**config.mk**
```make
export PLATFORM = sky130hd
export DESIGN_NAME = mem_access_ctrl
export DESIGN_NICKNAME = d
export VERILOG_FILES = /design/src/rtl/mem_access_ctrl.sv
export SDC_FILE = /design/constraint.sdc
export NUM_CORES = 1
export LEC_CHECK = 0
export BUFFER_PORTS_ARGS = -buffer_cell sky130_fd_sc_hd__buf_2
export CORE_MARGIN = 5
export CORE_UTILIZATION = 30
export CTS_CLUSTER_SIZE = 28
export DETAILED_ROUTE_END_ITERATION = 8
export PLACE_DENSITY = 0.69
export SYNTH_ARGS = -nofsm -noshare
export SYNTH_HDL_FRONTEND = slang
export SYNTH_SLANG_ARGS = --single-unit
```
**constraint.sdc**
```tcl
create_clock -name clk_i -period 1.6 [get_ports clk_i]
set_input_delay 0.16 -clock clk_i [delete_from_list [all_inputs] [get_ports clk_i]]
set_output_delay 0.16 -clock clk_i [all_outputs]
set_load 0.005 [all_outputs]
```
**src/rtl/mem_access_ctrl.sv**
```systemverilog
// Memory-stage access controller: turns EX/MEM loads/stores into a req/ack
// transaction on a variable-latency data memory and stalls the pipeline until done.
module mem_access_ctrl #(
    parameter int unsigned TIMEOUT  = 255,
    parameter logic [31:0] ERR_DATA = 32'hDEADBEEF
) (
    input  logic        clk_i,
    input  logic        rst_i,
    input  logic        MemRead_i,
    input  logic        MemWrite_i,
    input  logic [31:0] addr_i,
    input  logic [31:0] wdata_i,
    output logic        mem_req_o,
    output logic        mem_we_o,
    output logic [31:0] mem_addr_o,
    output logic [31:0] mem_wdata_o,
    input  logic        mem_ack_i,
    input  logic [31:0] mem_rdata_i,
    output logic [31:0] rdata_o,
    output logic        stall_o,
    output logic        err_o
);

    typedef enum logic [1:0] {
        ST_IDLE   = 2'd0,
        ST_ACCESS = 2'd1,
        ST_DONE   = 2'd2
    } state_e;

    localparam logic [7:0] CNT_LAST = 8'(TIMEOUT - 32'd1);

    state_e     state_q;
    logic [7:0] cnt_q;
    logic       req_s;

    assign req_s = MemRead_i | MemWrite_i;

    // Stall is gated by reset so every output reads 0 while reset is held.
    assign stall_o = rst_i & (((state_q == ST_IDLE) & req_s) | (state_q == ST_ACCESS));

    // Access FSM with registered memory-side outputs, load data and sticky error.
    always_ff @(posedge clk_i or negedge rst_i) begin
        if (!rst_i) begin
            state_q     <= ST_IDLE;
            cnt_q       <= 8'd0;
            mem_req_o   <= 1'b0;
            mem_we_o    <= 1'b0;
            mem_addr_o  <= 32'd0;
            mem_wdata_o <= 32'd0;
            rdata_o     <= 32'd0;
            err_o       <= 1'b0;
        end else begin
            case (state_q)
                ST_IDLE: begin
                    if (req_s) begin
                        mem_addr_o  <= addr_i;
                        mem_wdata_o <= wdata_i;
                        mem_we_o    <= MemWrite_i;
                        mem_req_o   <= 1'b1;
                        cnt_q       <= 8'd0;
                        state_q     <= ST_ACCESS;
                    end else begin
                        state_q <= ST_IDLE;
                    end
                end
                ST_ACCESS: begin
                    // Ack beats the timeout compare when both land in the same cycle.
                    if (mem_ack_i) begin
                        if (!mem_we_o) begin
                            rdata_o <= mem_rdata_i;
                        end else begin
                            rdata_o <= rdata_o;
                        end
                        mem_req_o <= 1'b0;
                        state_q   <= ST_DONE;
                    end else if (cnt_q == CNT_LAST) begin
                        if (!mem_we_o) begin
                            rdata_o <= ERR_DATA;
                        end else begin
                            rdata_o <= rdata_o;
                        end
                        mem_req_o <= 1'b0;
                        err_o     <= 1'b1;
                        state_q   <= ST_DONE;
                    end else begin
                        cnt_q   <= cnt_q + 8'd1;
                        state_q <= ST_ACCESS;
                    end
                end
                ST_DONE: begin
                    // Inputs still hold the completed instruction here; never resample them.
                    state_q <= ST_IDLE;
                end
                default: begin
                    state_q   <= ST_IDLE;
                    mem_req_o <= 1'b0;
                end
            endcase
        end
    end

endmodule
```
After elaboration in Yosys (flattened, before gate mapping)
Cells that the tools add are included.

word-level totals
  register bits after elaboration = 109
  latch bits = 0
  RAM bits = 0
  memory bits (read-only) = 0
  bits of input ports = 101
  output and inout port bits = 100
  logic and storage cells = 48
  memories kept = 0

cells by class
  add/subtract/negate cells = 1
  multiply operators = 0
  div/mod/pow operators = 0
  order comparisons = 0
  eq/ne operators = 9
  shift-type cells = 0
  muxes and demuxes = 16
  bitwise gates (word level) = 6
  reductions and logical operators = 8

operators with widths
  kind                                                  number
  2-to-1 mux 32 bit                                     4
  2-to-1 mux 8 bit                                      3
  case mux 8 bit (2 select lines)                       1
  != test 2 bit (second input constant)                 5
  adder 8 x 1 -> 8 bit (second input constant)          1
  equality test 8 bit (second input constant)           1
  AND reduction 4 bit                                   2
  AND reduction 3 bit                                   2
  2-to-1 mux 1 bit                                      4
  2-to-1 mux 2 bit                                      2
  case mux 2 bit (2 select lines)                       1
  nonzero test 2 bit                                    2
  != test 3 x 2 -> 1 bit (second input constant)        1
  case mux 1 bit (3 select lines)                       1
  bitwise AND 1 bit                                     2
  equality test 2 x 1 -> 1 bit (second input constant)  1
  equality test 2 bit (second input constant)           1
  zero test 2 bit                                       1
  inverter 1 bit                                        2
  bitwise OR 1 bit                                      2
  AND reduction 2 bit                                   1

Depth between registers and ports, before layout
  word-level depth = 4
  gate-level depth with buffers = 7
  gate-level depth less buffers = 6

Worst setup path after synthesis
OpenSTA, ideal clock, no wires.

  kind = reg2reg
  start point = register cnt_q[0]
  end point = register cnt_q[2]
  library setup time = 124 ps
  data arrival time = 1416 ps
  required time = 1476 ps
  setup slack = 60 ps
  stages on the path, launching flop included = 8
  buffers on the path = 1
  period minus slack after synthesis = 1540 ps
  cell sequence = dfrtp_1 inv_1 ha_1 nand3_1 o21ai_1 and2_1 clkbuf_1 a211o_1

on the way
  longest elaborated chain between the ends = 4
  elaborated cells between the ends (all ways) = 7
  those cells by class = add/sub (1); eq/ne (2); mux (3); reduce/logical (1)

RTL lines
  what                             RTL line  RTL
  start, declared                  33        logic [7:0] cnt_q;
  start signal, assigned           86        cnt_q <= cnt_q + 8'd1;
  adder 8 x 1 -> 8 bit             86
  2-to-1 mux 8 bit                 76        end else if (cnt_q == CNT_LAST) begin
  2-to-1 mux 8 bit                 68        if (mem_ack_i) begin
  case mux 8 bit (2 select lines)  53        case (state_q)

Parallel ways exist; a longest one is shown, timed or not. The select of a mux whose other input is x is not followed.
A chain may end at the register's enable or synchronous reset.

Final worst setup path
  start point = register state_q[0]
  end point = register cnt_q[2]

on the way
  longest elaborated chain between the ends = 3
  elaborated cells between the ends (all ways) = 8
  those cells by class = eq/ne (4); mux (1); reduce/logical (3)

RTL lines
  what                                                                         RTL line  RTL
  start, declared                                                              32        state_e state_q;
  start signal, assigned                                                       44        state_q <= ST_IDLE;
  start signal, assigned                                                       61        state_q <= ST_ACCESS;
  start signal, assigned                                                       63        state_q <= ST_IDLE;
  equality test 2 x 1 -> 1 bit / zero test 2 bit (equally long branches)       53
  != test 2 bit (no source line) / nonzero test 2 bit (equally long branches)  n/a
  AND reduction 4 bit (no source line)                                         n/a

Parallel ways exist; a longest one is shown, timed or not.

==> metrics.csv <==
metric,value,unit
WP data required,1840,ps
Residual DRC,0,
max cap viols,0,
DRT iter0 DRCs,168,
Leakage,0.00340,uW
Mapped Area,0.00425,mm^2
Sink Count,109,
maximum vdd ir drop,0.000695,V
Root Buffer,clkbuf_16,
register area share after synthesis,0.642,
full die area,0.0166,mm^2
Mapped Cells,418,
Multi-input gate area,0.00144,mm^2
H-tree levels,3,
initial antenna violation count,0,
async set or reset register ratio after synthesis,1.00,
crit path time final,1520,ps
Worst Setup Start Kind,register,
P&R area growth vs syn,50.9,%
Ys Warns,0,
number of synthesized flops with an enable pin,0,
combinational cell fraction of total power,0.382,
first-pass GRT wire length,19800,um
I/O Pins,201,
Switching Share,0.351,
clock-pin slew on the worst setup and hold paths,70,ps
share of layout cells above drive strength 1,0.359,
placed cell count,791,
Num CTS Buffers,9,
WL per Instance,14.3,um
initial core utilization,0.306,
PwrDens,1760,mW/mm^2
Core Region,0.0139,mm^2
status,"finished, final reports clean",
Critical Path AT,1760,ps
Rel. slew slack,0.567,
fmax,656,MHz
vias per inst,4.50,
Mean Syn Cell Area,10.2,um^2
TritonCTS clock tree,done,
"Distinct cells, synth",34,
Final Max Tran Viols,0,
Finished Core Util,0.462,
Storage cell area,0.00273,mm^2
Total Power,11300,uW
vias in the first global route,4034,
routed via count,3883,
port buffer count,200,
syn_nets,521,
std cell rows,43,
Layout fillers,1269,
Seq cells post-synth,109,
count of TritonRoute iterations in the first routing pass,4,
die width,129,um
slew of the pin with the lowest slew margin,650,ps
Psw,3950,uW
clock network fraction of total power,0.199,
endpoints failing setup,0,
nets,781,
HP Class,input port to register,
sequential power share,0.420,
Tot GR Track Use,0.150,
clock latency on the worst-skew pair,340,ps
post-DP HPWL,7910,um
largest net degree at the start of global routing,110,
"Max FO, Critical Path",6,
GP Congestion,0.772,
Clock Path Buffers,2,
Post-Layout Cell Count,863,
crit path capture type,register,
Internal Power,7310,uW
GRT overflow,0,
RSZ-0062 raised after global routing,true,
"Hold Vio Cnt, Final",0,
Final Cycle Share,0.953,
crit path kind,register to register,
Routed WL,12400,um
n_diodes,0,
Routed Antenna Nets,0,
Die Ht,129,um
ys flop type,dfrtp_1,
clock skew,9.83,ps
[power by group through the flow]
stage                     combinational (uW)  sequential (uW)  clock (uW)
after floorplan                         1920             4810           0
after global placement                  4030             4720           0
after detailed placement                4180             4690           0
after global routing                    4870             4880        2430
final                                   4300             4730        2240
after CTS                               4300             4710        2330
[layer usage]
| metal | track usage | share of wire | up-vias | wire length [um] |
|---|---|---|---|---|
| met5 | 0 | 0 | - | 0 |
| met4 | 0.0673 | 0.021 | 0 | 257 |
| met3 | 0.0445 | 0.093 | 17 | 1150 |
| met2 | 0.245 | 0.46 | 168 | 5680 |
| met1 | 0.185 | 0.43 | 1815 | 5280 |
| li1 | - | - | 1883 | - |
[critical path, stage by stage (launching register included)]
cell and delay, ps:
dfrtp_2 420, nor3b_1 320, o21ai_2 130, and2_2 260
a211o_1 290
[cell usage after synthesis, types with 2 or more instances]
cell type | n | area share
clkbuf_1 | 6 | 0.0053
nand2b_1 | 2 | 0.0029
nand3_1 | 7 | 0.0082
buf_6 | 2 | 0.0053
ha_1 | 2 | 0.0059
o22a_1 | 24 | 0.049
dfrtp_1 | 109 | 0.64
nor2_1 | 5 | 0.0044
buf_2 | 12 | 0.014
inv_1 | 4 | 0.0035
a22o_1 | 9 | 0.019
a21o_1 | 4 | 0.0071
o21ai_1 | 3 | 0.0035
nor3b_1 | 3 | 0.0053
and2_1 | 2 | 0.0029
o21ai_0 | 4 | 0.0047
buf_1 | 3 | 0.0026
nand2_1 | 197 | 0.17
or3_1 | 2 | 0.0029
a21oi_1 | 4 | 0.0047
[final cells by class]
class | count | area share
Clock buffer | 13 | 0.0390
Multi-Input combinational cell | 283 | 0.224
Inverter | 4 | 0.00234
Tap cell | 180 | 0.0351
Sequential cell | 109 | 0.425
Clock inverter | 3 | 0.00702
Timing Repair Buffer | 271 | 0.267
[stage by stage]
stage               hold WS, ps  TNS [ps]  setup slack, ps  cell area, um^2
floorplan                  -136         0             60.3             4250
global placement            338     -4420             -186             5530
detailed placement          340     -4570             -211             5530
CTS                       0.845         0             19.9             6380
global route               9.77     -32.9            -24.7             6410
finish                     14.4         0             75.8             6410
[sequential cells by signal, indices dropped and copies added, names as in the netlist]
| register | count |
|---|---|
| mem_addr_o | 32 |
| cnt_q | 8 |
| mem_req_o | 1 |
| rdata_o | 32 |
| mem_wdata_o | 32 |
| state_q | 2 |
| mem_we_o | 1 |
| err_o | 1 |
[cells in the final DEF, fill, tap and decap left out, types with 2 or more instances in the layout]
cell and n:
buf_12 4, clkbuf_16 9, nor3b_1 3, nand3_1 7
o21ai_2 2, o21ai_0 4, a21oi_1 4, buf_4 16
nor2_1 5, buf_2 200, o22a_1 24, clkinvlp_4 2
a21o_1 4, dlygate4sd3_1 51, inv_1 4, or3_1 2
clkbuf_1 3, nor3_4 2, dfrtp_1 108, a22o_1 9
nand2_1 197
[cells by family after synthesis]
group / synth area share
adders and majority gates: 0.00589
buffers and inverters: 0.0309
DFF: 0.642
xor gates and xnor gates: 0.00206
and+or+nand+nor: 0.215
AOI/OAI and AO/OA: 0.104
[path summary, 6_finish.rpt]
check | end | start | cells after the start | slack [ps]
max | cnt_q[2]$_DFFE_PN0P_ | state_q[0]$_DFF_PN0_ | 4 | 80
max reg2reg | cnt_q[2]$_DFFE_PN0P_ | state_q[0]$_DFF_PN0_ | 4 | 80
min in group asynchronous | cnt_q[2]$_DFFE_PN0P_ | rst_i | 3 | 430
min reg2reg | err_o$_DFFE_PN0P_ | err_o$_DFFE_PN0P_ | 1 | 460
max in group asynchronous | mem_wdata_o[23]$_DFFE_PN0P_ | rst_i | 3 | 620
min | mem_wdata_o[12]$_DFFE_PN0P_ | wdata_i[12] | 3 | 10
[timing repair]
item                                    4_1_cts  5_1_grt
endpoints found under the setup margin       24       25
hold endpoints to repair                    159        0
cloned                                        1        1
setup buffers                                 1        2
resized for setup                             2        7
pin swaps                                     2        2
hold buffers                                 51        0
Power figures use the tool's default switching activity.
